$ cat config.mk
export PLATFORM = sky130hd
export DESIGN_NAME = sqrt_input_stage
export DESIGN_NICKNAME = d
export VERILOG_FILES = /design/src/rtl/sqrt_input_stage_pkg.sv /design/src/rtl/sqrt_in_fifo.sv /design/src/rtl/sqrt_input_stage.sv
export SDC_FILE = /design/constraint.sdc
export NUM_CORES = 1
export LEC_CHECK = 0
export BUFFER_PORTS_ARGS = -buffer_cell sky130_fd_sc_hd__clkbuf_2
export CORE_MARGIN = 10
export CORE_UTILIZATION = 55
export DETAILED_ROUTE_END_ITERATION = 7
export PLACE_DENSITY = 0.81
export SYNTH_ARGS = -nofsm -noshare
export SYNTH_HDL_FRONTEND = slang
export SYNTH_SLANG_ARGS = --single-unit
$ cat constraint.sdc
create_clock -name clk -period 8.05 [get_ports clk]
set_input_delay 0.805 -clock clk [delete_from_list [all_inputs] [get_ports clk]]
set_output_delay 0.805 -clock clk [all_outputs]
set_load 0.01 [all_outputs]
$ cat src/rtl/sqrt_input_stage_pkg.sv
`default_nettype none
// ------------------------------------------------------------------
// sqrt_input_stage_pkg: flag indices, exponent biases, FSM encodings
// Revision: 1.0
// ------------------------------------------------------------------
package sqrt_input_stage_pkg;

  localparam int FLAG_ZERO = 0;
  localparam int FLAG_INF  = 1;
  localparam int FLAG_NAN  = 2;

  localparam int SP_BIAS = 127;
  localparam int DP_BIAS = 1023;

  localparam logic [1:0] ST_IDLE   = 2'd0;
  localparam logic [1:0] ST_LAUNCH = 2'd1;
  localparam logic [1:0] ST_WAIT   = 2'd2;

  // Result flags for an operand that skips the core; NaN and invalid take precedence.
  function automatic logic [2:0] special_flags(input logic [2:0] flags, input logic sign);
    logic [2:0] f;
    f = 3'b000;
    if (flags[FLAG_NAN])
      f[FLAG_NAN] = 1'b1;
    else if (sign && !flags[FLAG_ZERO])
      f[FLAG_NAN] = 1'b1;
    else if (flags[FLAG_ZERO])
      f[FLAG_ZERO] = 1'b1;
    else if (flags[FLAG_INF])
      f[FLAG_INF] = 1'b1;
    return f;
  endfunction

endpackage
`default_nettype wire

$ cat src/rtl/sqrt_in_fifo.sv
`default_nettype none
// ------------------------------------------------------------------
// sqrt_in_fifo: circular operand buffer with wrap-around pointers
// Revision: 1.0
// ------------------------------------------------------------------
module sqrt_in_fifo #(
  parameter int WIDTH = 8,
  parameter int DEPTH = 2
) (
  input  logic                     clk,
  input  logic                     rst,
  input  logic                     flush,
  input  logic                     push,
  input  logic                     pop,
  input  logic [WIDTH-1:0]         wr_data,
  output logic [WIDTH-1:0]         rd_data,
  output logic                     full,
  output logic                     empty,
  output logic [$clog2(DEPTH):0]   level
);

  localparam int AW = $clog2(DEPTH);

  logic [WIDTH-1:0] mem [DEPTH];
  logic [AW-1:0]    wr_ptr;
  logic [AW-1:0]    rd_ptr;
  logic [AW:0]      count;
  logic             do_push;
  logic             do_pop;

  assign empty   = (count == '0);
  assign full    = (count == (AW+1)'(DEPTH));
  assign level   = count;
  assign rd_data = mem[rd_ptr];

  // A pop frees the slot in the same cycle, so a full FIFO can still accept.
  assign do_pop  = pop & ~empty;
  assign do_push = push & (~full | do_pop);

  always_ff @(posedge clk) begin
    if (do_push && !flush)
      mem[wr_ptr] <= wr_data;
  end

  always_ff @(posedge clk or posedge rst) begin
    if (rst) begin
      wr_ptr <= '0;
      rd_ptr <= '0;
      count  <= '0;
    end else if (flush) begin
      wr_ptr <= '0;
      rd_ptr <= '0;
      count  <= '0;
    end else begin
      if (do_push)
        wr_ptr <= wr_ptr + AW'(1);
      if (do_pop)
        rd_ptr <= rd_ptr + AW'(1);
      case ({do_push, do_pop})
        2'b10:   count <= count + (AW+1)'(1);
        2'b01:   count <= count - (AW+1)'(1);
        default: count <= count;
      endcase
    end
  end

endmodule
`default_nettype wire

$ cat src/rtl/sqrt_input_stage.sv
`default_nettype none
// ------------------------------------------------------------------
// sqrt_input_stage: operand FIFO, launch FSM and radicand prep for sqrt core
// Revision: 1.0
// ------------------------------------------------------------------
module sqrt_input_stage
  import sqrt_input_stage_pkg::*;
#(
  parameter int IN_M_SIZE  = 53,
  parameter int OUT_M_SIZE = 106,
  parameter int EXP_SIZE   = 11,
  parameter int DEPTH      = 2
) (
  input  logic                     clk,
  input  logic                     rst,
  input  logic                     flush,
  input  logic                     in_valid,
  output logic                     in_ready,
  input  logic                     in_type,
  input  logic                     in_sign,
  input  logic [EXP_SIZE-1:0]      in_exp,
  input  logic [IN_M_SIZE-1:0]     in_mantisa,
  input  logic [2:0]               in_flags,
  input  logic                     sqrt_ready,
  output logic                     start_sqrt,
  output logic                     bypass,
  output logic                     out_type,
  output logic                     out_sign,
  output logic [EXP_SIZE-1:0]      out_exp,
  output logic [OUT_M_SIZE-1:0]    out_mantisa,
  output logic [2:0]               out_flags,
  output logic [$clog2(DEPTH):0]   level
);

  localparam int EW = 2 + EXP_SIZE + IN_M_SIZE + 3;

  logic [EW-1:0]         wr_data;
  logic [EW-1:0]         rd_data;
  logic                  full;
  logic                  empty;
  logic                  launch;
  logic [1:0]            state;
  logic [1:0]            state_next;

  logic                  hd_type;
  logic                  hd_sign;
  logic [EXP_SIZE-1:0]   hd_exp;
  logic [IN_M_SIZE-1:0]  hd_mant;
  logic [2:0]            hd_flags;
  logic                  hd_special;
  logic [2:0]            sp_flags;

  logic [EXP_SIZE:0]        bias_w;
  logic signed [EXP_SIZE:0] e_unb;
  logic signed [EXP_SIZE:0] e_half;
  logic [EXP_SIZE-1:0]      norm_exp;
  logic [OUT_M_SIZE-1:0]    m_wide;
  logic [OUT_M_SIZE-1:0]    norm_mant;

  assign wr_data  = {in_type, in_sign, in_exp, in_mantisa, in_flags};
  assign in_ready = ~full;

  sqrt_in_fifo #(
    .WIDTH (EW),
    .DEPTH (DEPTH)
  ) u_fifo (
    .clk     (clk),
    .rst     (rst),
    .flush   (flush),
    .push    (in_valid & in_ready),
    .pop     (launch),
    .wr_data (wr_data),
    .rd_data (rd_data),
    .full    (full),
    .empty   (empty),
    .level   (level)
  );

  assign {hd_type, hd_sign, hd_exp, hd_mant, hd_flags} = rd_data;

  // State register
  always_ff @(posedge clk or posedge rst) begin
    if (rst)
      state <= ST_IDLE;
    else
      state <= state_next;
  end

  // Next-state logic; LAUNCH hides the cycle before the core drops sqrt_ready
  always_comb begin
    state_next = state;
    case (state)
      ST_IDLE:   if (launch) state_next = ST_LAUNCH;
      ST_LAUNCH: state_next = ST_WAIT;
      ST_WAIT:   if (sqrt_ready) state_next = ST_IDLE;
      default:   state_next = ST_IDLE;
    endcase
    if (flush)
      state_next = ST_IDLE;
  end

  // Output logic
  always_comb begin
    launch = 1'b0;
    if (state == ST_IDLE && !empty && sqrt_ready && !flush)
      launch = 1'b1;
  end

  assign hd_special = (|hd_flags) | hd_sign;
  assign sp_flags   = special_flags(hd_flags, hd_sign);

  // Halve the unbiased exponent with floor; an odd exponent doubles the radicand instead
  assign bias_w    = hd_type ? (EXP_SIZE+1)'(DP_BIAS) : (EXP_SIZE+1)'(SP_BIAS);
  assign e_unb     = $signed({1'b0, hd_exp} - bias_w);
  assign e_half    = e_unb >>> 1;
  assign norm_exp  = EXP_SIZE'($unsigned(e_half) + bias_w);
  assign m_wide    = OUT_M_SIZE'(hd_mant) << (OUT_M_SIZE - IN_M_SIZE);
  assign norm_mant = e_unb[0] ? m_wide : (m_wide >> 1);

  always_ff @(posedge clk or posedge rst) begin
    if (rst) begin
      start_sqrt  <= 1'b0;
      bypass      <= 1'b0;
      out_type    <= 1'b0;
      out_sign    <= 1'b0;
      out_exp     <= '0;
      out_mantisa <= '0;
      out_flags   <= 3'b000;
    end else begin
      start_sqrt <= launch & ~hd_special;
      bypass     <= launch & hd_special;
      if (launch) begin
        out_type <= hd_type;
        if (hd_special) begin
          out_sign    <= sp_flags[FLAG_ZERO] & hd_sign;
          out_exp     <= '0;
          out_mantisa <= '0;
          out_flags   <= sp_flags;
        end else begin
          out_sign    <= 1'b0;
          out_exp     <= norm_exp;
          out_mantisa <= norm_mant;
          out_flags   <= 3'b000;
        end
      end
    end
  end

endmodule
`default_nettype wire

* Word level (Yosys, flattened, before mapping)
Memory sizes are Yosys's and may differ from the RTL's.
Cells that the tools add are included.
Widths: inputs -> output; s select.
** Operators by class
- Add/subtract/negate cells :: 6
- Bitwise gates (word level) :: 11
- Reduce and logical (&&, ||, !) cells :: 15
- Muxes and demuxes :: 26
- Eq/ne operators :: 7
** Operator list (count)
- $mux 106 :: 2
- $mux 1 :: 13
- $mux 2 :: 6
- $sub 11x10->12 :: 1
- $add 11x11->11 :: 1
- $mux 11 :: 1
- $mux 10 :: 1
- $and 1x1->1 :: 6
- $eq 2x2->1 const B :: 3
- $ne 3x3->1 const B :: 2
- $pmux 2 s3 :: 1
- $logic_and 1x1->1 :: 5
- $eq 2x1->1 const B :: 2
- $logic_not 2->1 :: 2
- $pmux 2 s2 :: 1
- $reduce_bool 2->1 :: 2
- $logic_not 1->1 :: 3
- $mux 3 :: 1
- $not 1->1 :: 3
- $reduce_bool 3->1 :: 1
- $reduce_or 3->1 :: 1
- $add 1x1->1 const B :: 2
- $add 2x1->2 const B :: 1
- $or 1x1->1 :: 2
- 2 further kinds :: 2
** Word-level totals
- Bits of input ports :: 74
- Word-level logic and storage cells :: 77
- Memories kept :: 1
- RAM bits :: 138
- Register bits after elaboration :: 130
- Output and inout bits :: 127
** Memory list
- u_fifo.mem :: words 2, bits a word 69, rd ports 1, clocked after memory_dff 0, wr ports 1, RTL line sqrt_in_fifo.sv:24 : logic [WIDTH-1:0] mem [DEPTH];

* Longest topological paths before layout
Gate-level depths: netlist of the first run.
- Depth after elaboration :: 12
- Mapped depth :: 20
- Mapped depth without buffers :: 15

* Hierarchy
From an unflattened synthesis of the first run, not the netlist that was laid out.
** Second synthesis, totals
- Cells, all modules :: 700
- Area, all modules :: 9456.6 um^2
** By module, submodules not included
- sqrt_in_fifo :: sequential area each 4244.1 um^2, cells an instance 245, times used 1, area each 5220.0 um^2
- sqrt_input_stage :: sequential area each 1851.8 um^2, cells an instance 455, times used 1, area each 4236.6 um^2

* Least setup slack after synthesis of the first run
OpenSTA, ideal clock, no wires.
- Path kind :: input -> register
- Start :: input port flush
- End :: memory u_fifo.mem[1][0] (netlist bit), enable pin
- Path buffers :: 1
- Arrival time :: 6031 ps
- Stages :: 2
- Setup slack :: 1424 ps
- Required time :: 7455 ps
- Library setup time :: 595 ps
- Cell sequence :: clkbuf_1 -> nor3b_1
** Between the ends
- Longest elaborated chain between the ends :: 9
** RTL lines
- start, declared :: RTL line sqrt_input_stage.sv:16 : input logic flush,
- $logic_not 1->1 (*) :: RTL line sqrt_in_fifo.sv:41, sqrt_input_stage.sv:105
- $logic_and 1x1->1 :: RTL line sqrt_input_stage.sv:105 : if (state == ST_IDLE && !empty && sqrt_ready && !flush)
- $mux 1 :: RTL line sqrt_input_stage.sv:105
- $and 1x1->1 :: RTL line sqrt_in_fifo.sv:37 : assign do_pop = pop & ~empty;
- $or 1x1->1 :: RTL line sqrt_in_fifo.sv:38 : assign do_push = push & (~full | do_pop);
- $and 1x1->1 :: RTL line sqrt_in_fifo.sv:38
- $logic_and 1x1->1 (*) :: RTL line sqrt_in_fifo.sv:41 : if (do_push && !flush)
- $mux 1 (*) :: RTL line sqrt_in_fifo.sv:41
- $mux 1 (implied by the code) (*) :: RTL line sqrt_in_fifo.sv:42 : mem[wr_ptr] <= wr_data;
- end, declared :: RTL line sqrt_in_fifo.sv:24
Every way passes the cells marked *; elsewhere a longest branch is shown, timed or not.

* Final worst setup path of the first run
- Start :: register u_fifo.rd_ptr
- End :: register out_exp[10]
** Between the ends
- Longest elaborated chain between the ends :: 5
- Elaborated cells on any way between the ends :: 7
- Those cells by class :: add/sub: 2; mux: 2; bitwise: 1; reduce/logical: 1; memory: 1
** RTL lines
- start, declared :: RTL line sqrt_in_fifo.sv:26 : logic [AW-1:0] rd_ptr;
- start signal, assigned :: RTL line sqrt_in_fifo.sv:58 : rd_ptr <= rd_ptr + AW'(1);
- $mem_v2 2x69 (*)
- $mux 10 :: RTL line sqrt_input_stage.sv:113 : assign bias_w = hd_type ? (EXP_SIZE+1)'(DP_BIAS) : (EXP_SIZE+1)'(SP_BIAS);
- $sub 11x10->12 :: RTL line sqrt_input_stage.sv:114 : assign e_unb = $signed({1'b0, hd_exp} - bias_w);
- $add 11x11->11 :: RTL line sqrt_input_stage.sv:116 : assign norm_exp = EXP_SIZE'($unsigned(e_half) + bias_w);
- $mux 11 (*) :: RTL line sqrt_input_stage.sv:134 : if (hd_special) begin
- end signal, assigned :: RTL line sqrt_input_stage.sv:141 : out_exp <= norm_exp;
- end, declared :: RTL line sqrt_input_stage.sv:29 : output logic [EXP_SIZE-1:0] out_exp,
Marks and branches as above.
A chain may end at the register's enable or synchronous reset.

==> out/metrics.yaml, run 1 <==
global_route:
  grt-ovfl-total: 0
  antenna_found_initial: 1
  use_met2_pct: 28.8
  met3_usage_pct: 5.22
  top_usage_layer: "met2"
  grt_pass1_vias: 6040
  grt_pass1_wl_mm: 31.6
  grt_use_total_pct: 17.4
  grt_max_degree: 79
  grt_util_met1_pct: 21.9
critical_path:
  r2r_cells: 14
  critical-path-top-delay-family: "compound AO/OA/AOI/OAI gates"
  slowest_stage: "dfrtp_4"
  crit_required_ps: 8390
  arrival_ps: 4920
  path_cells: "buf_4 > mux2_2 > ha_1 > inv_1 > a211oi_2 > a21oi_1 > o21bai_1 > a21oi_1 > xnor2_1 > ha_1 > a211o_1 > o41ai_1 > xor2_1 > o21ai_0"
  worstSetupPathType: "reg -> reg"
  critPathLaunchType: "register"
  cp-startpoint: "u_fifo.rd_ptr"
  r2r_end: "out_exp[10]"
  crit_buf_inv: 2
  critPathCaptureType: "register"
  worstPathMaxFanout: 48
  r2r_slack_ps: 3470
  r2r-start: "u_fifo.rd_ptr"
  crit_path_max_incr_delay_ps: 930
timing:
  tightest_slew_ps: 1040
  fmax_mhz: 218
  finalSetupTns_ps: 0
  period_share_pct: 56.9
  rsz0062_at_grt: "no"
  setup_viol: 0
  report.final.slew_viol_count: 0
  max-slew-margin-rel_pct: 31.0
  period_needed_ps: 4580
  skew_ps: 8.51
  hold_viol: 0
yosys:
  synth_cell_types: 59
  yosysWarnings: 0
  ys.flop_type: "edfxtp_1"
  synth-xor-area-share_pct: 1.88
  syn_inst: 703
  synth_top_area_cell: "edfxtp_1"
  ys_ff_latch: 216
  synth_area_leaders: "edfxtp_1 44%, dfrtp_1 21%, mux2i_1 6.3%, a32o_1 5.1%, nand2_1 5.0%"
  synth_enable_flop_cells: 138
  netlist_area_um2: 9340
  avgSynthCellArea_um2: 13.3
  synth_top_family_by_area: "compound AO/OA/AOI/OAI gates"
  synth_mux_area_share_pct: 7.45
  synth_compound_area_share_pct: 9.71
  synth_top_area_share_pct: 44.4
  synth_fa_ha_area_share_pct: 1.07
  seq_area_frac_synth_pct: 65.3
  synth-async-reset-ratio_pct: 36.1
  yosys.area_share.simple_pct: 8.01
power:
  p_leak_nw: 4.54
  power.share.clock_pct: 34.9
  vdd_ir_drop_max_mv: 0.169
  intPower_mw: 2.14
  p_per_area_nw_per_um2: 271
  p_comb_share_pct: 18.7
  p_sw_share_pct: 27.1
  p_seq_share_pct: 46.4
  total_power_mw: 2.94
  switchingPower_uw: 794
cells_and_area:
  final_common_cell: "clkbuf_2"
  syn_to_final_growth_pct: 15.8
  fillCellCount: 1247
  nets: 928
  final_cell_mix: "148 x clkbuf_2, 138 x edfxtp_1, 124 x nand2_1"
  antenna_cells: 0
  drive_gt1_share_pct: 24.4
clock_network:
  cts_buffers: 22
  cts_setup_buffers: 0
  clkSinkCount: 216
  cts_buffer_depth: 3
  ctsHoldBuffers: 0
  cts_tree: "built"
  cts_root_buf: "clkbuf_16"
  post_cts_resized: 0
  cts.clk_slew.worst_paths_ps: 60
  h-tree-depth: 1
  clk_latency_ps: 490
routing:
  via_count: 5911
  drc: 0
  drtPass1Iterations: 4
  drt_iter0_markers: 468
  wl_per_cell_um: 19.0
  antenna_left: 0
  routed_wl_mm: 20.5
  routed_via_density: 5.46
hold_path:
  hold_end: "out_flags[2]"
  hold_path_class: "reg -> reg"
  hold_depth: 1
  worstHoldStart: "out_flags[2]"
die:
  num_io_pins: 201
  die_area_um2: 22600
  die_w_um: 150
  fp-row-count: 47
  start_util_pct: 56.1
  core-area_um2: 16600
  die-height_um: 150
place:
  io_buffers: 148
  dp_hpwl_mm: 13.9
  gp_congestion: 0.822
outcome:
  outcome: "complete, no violations"
run:
  cap_violations: 0
[worst reg2reg max path, delay by kind of cell, from the launching register on]
kind	cells	cell delay, ps
flip-flops	1	930
buffers and inverters	2	790
adder cells (fa/ha/maj)	2	570
multiplexers	1	410
XOR/XNOR	2	340
AO/OA/AOI/OAI	7	1400
[cell families after synthesis]
| kind of cell | count (synthesis) |
|---|---|
| flip-flops | 216 |
| other | 1 |
| buffers and inverters | 103 |
| multiplexers | 68 |
| XOR/XNOR | 20 |
| adder cells (fa/ha/maj) | 8 |
| AO/OA/AOI/OAI | 113 |
| AND/OR/NAND/NOR | 174 |
[layer usage]
| layer | up-vias | part of all wire (%) | routed length (µm) |
|---|---|---|---|
| met5 | - | 0 | 0 |
| met2 | 233 | 48 | 9820 |
| met1 | 2885 | 40 | 8210 |
| met3 | 29 | 10 | 2110 |
| met4 | 0 | 1.9 | 382 |
| li1 | 2764 | - | - |
[layout make-up]
type	instances	area, µm²	share of cell area [%]
flip-flops and latches	216	6100	56.4
inverters	15	57.6	0.532
clock inverters	10	125	1.16
multi-input cells	435	2850	26.3
clock buffers	30	612	5.66
well taps	220	275	2.54
repair buffers	156	801	7.40
[how the worst max path moves through the flow]
| stage | endpoint | depth (start not counted) |
|---|---|---|
| floorplan | u_fifo.mem[1][0] | 2 |
| global placement | out_exp[10] | 14 |
| detailed placement | out_exp[10] | 14 |
| CTS | out_exp[10] | 14 |
| global route | out_exp[10] | 14 |
| finish | out_exp[10] | 14 |
[sequential cells by signal, summed over array words and instances, names as in the netlist]
register / count
u_fifo.mem: 138
out_mantisa: 54
out_exp: 11
out_flags: 3
state: 2
u_fifo.level: 2
bypass: 1
out_sign: 1
out_type: 1
start_sqrt: 1
u_fifo.rd_ptr: 1
u_fifo.wr_ptr: 1
[Yosys cell counts, drive strengths merged, types with 8 or more instances]
master,instances
xnor2,14
nand2,124
ha,8
nor2,20
inv,15
edfxtp,138
buf,71
a32o,48
mux2i,59
o21ai,22
mux2,9
a21oi,14
clkbuf,17
dfrtp,78
[per-stage QoR]
step / utilization (%) / cell area (µm²) / setup slack [ps] / instances / hold slack, ps
after floorplan: - / 9530 / 1420 / 754 / 507
after CTS: 65.0 / 10800 / 3490 / 1082 / 478
after global placement: 60.6 / 10100 / 3770 / 1042 / 463
after detailed placement: 60.6 / 10100 / 3530 / 1042 / 465
after global routing: 65.0 / 10800 / 3160 / 1082 / 481
final: 65.0 / 10800 / 3470 / 1082 / 474
[power groups by stage]
stage / clock network, mW / logic (mW) / registers (mW)
floorplan: 0 / 0.397 / 1.38
global placement: 0 / 0.534 / 1.38
detailed placement: 0 / 0.551 / 1.38
CTS: 1.04 / 0.554 / 1.36
global route: 1.10 / 0.612 / 1.37
finish: 1.02 / 0.549 / 1.36
Power figures use the tool's default switching activity.
==> inputs of run 2 (changes only) <==
--- a/config.mk
+++ b/config.mk
@@ -7,9 +7,9 @@
 export LEC_CHECK = 0
 export BUFFER_PORTS_ARGS = -buffer_cell sky130_fd_sc_hd__clkbuf_2
 export CORE_MARGIN = 10
-export CORE_UTILIZATION = 55
+export CORE_UTILIZATION = 49
 export DETAILED_ROUTE_END_ITERATION = 7
-export PLACE_DENSITY = 0.81
+export PLACE_DENSITY = 0.77
 export SYNTH_ARGS = -nofsm -noshare
 export SYNTH_HDL_FRONTEND = slang
 export SYNTH_SLANG_ARGS = --single-unit
==> constraint.sdc (replaced) <==
create_clock -name clk -period 3.8 [get_ports clk]
set_input_delay 0.38 -clock clk [delete_from_list [all_inputs] [get_ports clk]]
set_output_delay 0.38 -clock clk [all_outputs]
set_load 0.01 [all_outputs]
==> run 2 against run 1 <==
Cell count is 2.1% higher. Hold slack worse by 410 ps. Total power is 120% higher. Non-clock buffer count is 6 higher.
==> out/metrics.yaml, run 2 (synthesis gave the netlist of run 1 again) <==
clock_network:
  cts_root_buf: "clkbuf_16"
  post_cts_resized: 0  # unchanged
  h-tree-depth: 1  # unchanged
  cts_buffer_depth: 3  # unchanged
  clk_latency_ps: 510  # +20 ps
  cts_tree: "built"
  cts_setup_buffers: 0  # unchanged
  ctsHoldBuffers: 1  # +1
  cts.clk_slew.worst_paths_ps: 60  # about the same
  clkSinkCount: 216  # unchanged
  cts_buffers: 23  # +4.5%
critical_path:
  crit_path_max_incr_delay_ps: 570  # -360 ps
  slowest_stage: "dfrtp_4"
  crit_required_ps: 4170  # -4220 ps
  r2r_slack_ps: 300  # -3170 ps
  critPathLaunchType: "register"
  path_cells: "mux2i_2 > ha_1 > and4_1 > a31o_2 > a21oi_1 > o21bai_1 > a21oi_1 > xnor2_1 > ha_1 > a211o_1 > o41ai_2 > xor2_1 > o21ai_0"
  worstPathMaxFanout: 10  # -79%
  arrival_ps: 3870  # -1050 ps
  worstSetupPathType: "reg -> reg"
  critPathCaptureType: "register"
cells_and_area:
  largest_register_ffs: 138  # unchanged
  final_cell_mix: "148 x clkbuf_2, 138 x edfxtp_1, 124 x nand2_1"
  final_common_cell: "clkbuf_2"
  nets: 935  # +0.75%
  largestRegisters: "u_fifo.mem (138), out_mantisa (54), out_exp (11)"
  regMostFlops: "u_fifo.mem"
  drive_gt1_share_pct: 25.4  # +1.0 points
  syn_to_final_growth_pct: 17.2
timing:
  tightest_slew_ps: 847  # -189 ps
  finalSetupTns_ps: 0  # unchanged
  max-slew-margin-rel_pct: 43.6  # +13 points
  fmax_mhz: 286  # +31%
  period_share_pct: 92.1  # +35 points
  period_needed_ps: 3500  # -1080 ps
  hold_viol: 0  # unchanged
  setup_slack_ps: 301  # -3170 ps
  rsz0062_at_grt: "no"
  report.final.slew_viol_count: 0  # unchanged
  skew_ps: 15.8  # +7.26 ps
  setup_viol: 0  # unchanged
global_route:
  use_met2_pct: 28.4  # -0.45 points
  grt_use_total_pct: 16.4  # -0.99 points
  met3_usage_pct: 3.83  # -1.4 points
  antenna_found_initial: 2  # +1
  grt_pass1_wl_mm: 32.3  # +2.4%
  grt_pass1_vias: 6121  # +1.3%
  grt_max_degree: 75  # -5.1%
  grt-ovfl-total: 0  # unchanged
  grt_util_met1_pct: 19.9  # -2.1 points
  top_usage_layer: "met2"
die:
  num_io_pins: 201  # unchanged
  fp-row-count: 50  # +6.4%
  die_area_um2: 25000  # +11%
  die_w_um: 158  # +5.2%
  die-height_um: 158  # +5.2%
  core-area_um2: 18700  # +12%
  start_util_pct: 49.9  # -6.2 points
power:
  p_leak_nw: 4.59  # +1.2%
  p_per_area_nw_per_um2: 577  # +110%
  power.share.clock_pct: 35.7  # +0.8 points
  switchingPower_mw: 1.72  # +120%
  p_seq_share_pct: 44.9  # -1.5 points
  vdd_ir_drop_max_mv: 0.397  # +140%
  intPower_mw: 4.60  # +110%
  p_comb_share_pct: 19.4  # +0.7 points
  p_sw_share_pct: 27.2  # +0.19 points
place:
  dp_hpwl_mm: 14.4  # +3.9%
  pre_cts_slack_ps: 301  # -3230 ps
  gp_congestion: 0.812  # -1.2%
  io_buffers: 148  # unchanged
routing:
  routed_wl_mm: 21.2  # +3.2%
  drc: 0  # unchanged
  drtPass1Iterations: 4  # unchanged
  drt_iter0_markers: 354  # -24%
  antenna_left: 0  # unchanged
  wl_per_cell_um: 19.2  # +1.1%
  via_count: 5912  # +0.017%
  routed_via_density: 5.35  # -2.1%
run:
  cap_violations: 0  # unchanged
outcome:
  outcome: "complete, no violations"
hold_path:
  hold_path_class: "in -> reg"
==> run 2: cell type report <==
type / instances / area [µm²]
fill: 1500 / 7760
sequential: 216 / 6100
multi-input combinational: 435 / 2870
timing repair buffer: 162 / 848
clock buffer: 31 / 636
tap: 234 / 293
clock inverter: 11 / 138
inverter: 15 / 57.6
antenna: 1 / 2.50
==> run 2: power by group through the flow <==
| stage | Clock (mW) | Sequential, mW | Combinational (mW) |
|---|---|---|---|
| after global placement | 0 | 2.88 | 1.21 |
| after CTS | 2.31 | 2.84 | 1.24 |
| after detailed placement | 0 | 2.88 | 1.24 |
| final | 2.25 | 2.84 | 1.23 |
| after global routing | 2.41 | 2.86 | 1.36 |
| after floorplan | 0 | 2.91 | 0.856 |
==> run 2: path summary, 6_finish.rpt <==
kind / startpoint / to / cells after the start
setup / recovery: u_fifo.rd_ptr / out_exp[10] / 13
hold / removal: in_mantisa[6] / u_fifo.mem[1][9] / 1
setup reg to reg: u_fifo.rd_ptr / out_exp[10] / 13
hold reg to reg: out_mantisa[66] / out_mantisa[66] / 2
max in group asynchronous: rst / out_exp[2] / 4
min in group asynchronous: rst / out_mantisa[86] / 3
==> run 2: layer usage <==
layer | wire length, µm | up-vias
met2 | 10300 | 211
met4 | 617 | 2
met3 | 1720 | 43
li1 | - | 2774
met1 | 8580 | 2882
met5 | 9 | -
==> run 2: worst max-delay path: cells and delay by family, from the launching register on <==
family	cells	cell delay (ps)
AOI/OAI and AO/OA	7	1320
xor gates and xnor gates	2	320
adders and majority gates	2	620
DFF	1	570
muxes	1	330
and+or+nand+nor	1	200
==> run 2: per-stage QoR <==
step	util [%]	hold WS, ps	std cells	total power, mW	area, µm²
floorplan	-	479	754	3.76	9570
finish	58.5	61.1	1105	6.32	10900
detailed placement	54.3	457	1061	4.12	10200
CTS	58.5	41.8	1104	6.39	10900
global route	58.5	42.2	1105	6.64	10900
global placement	54.3	455	1061	4.09	10200
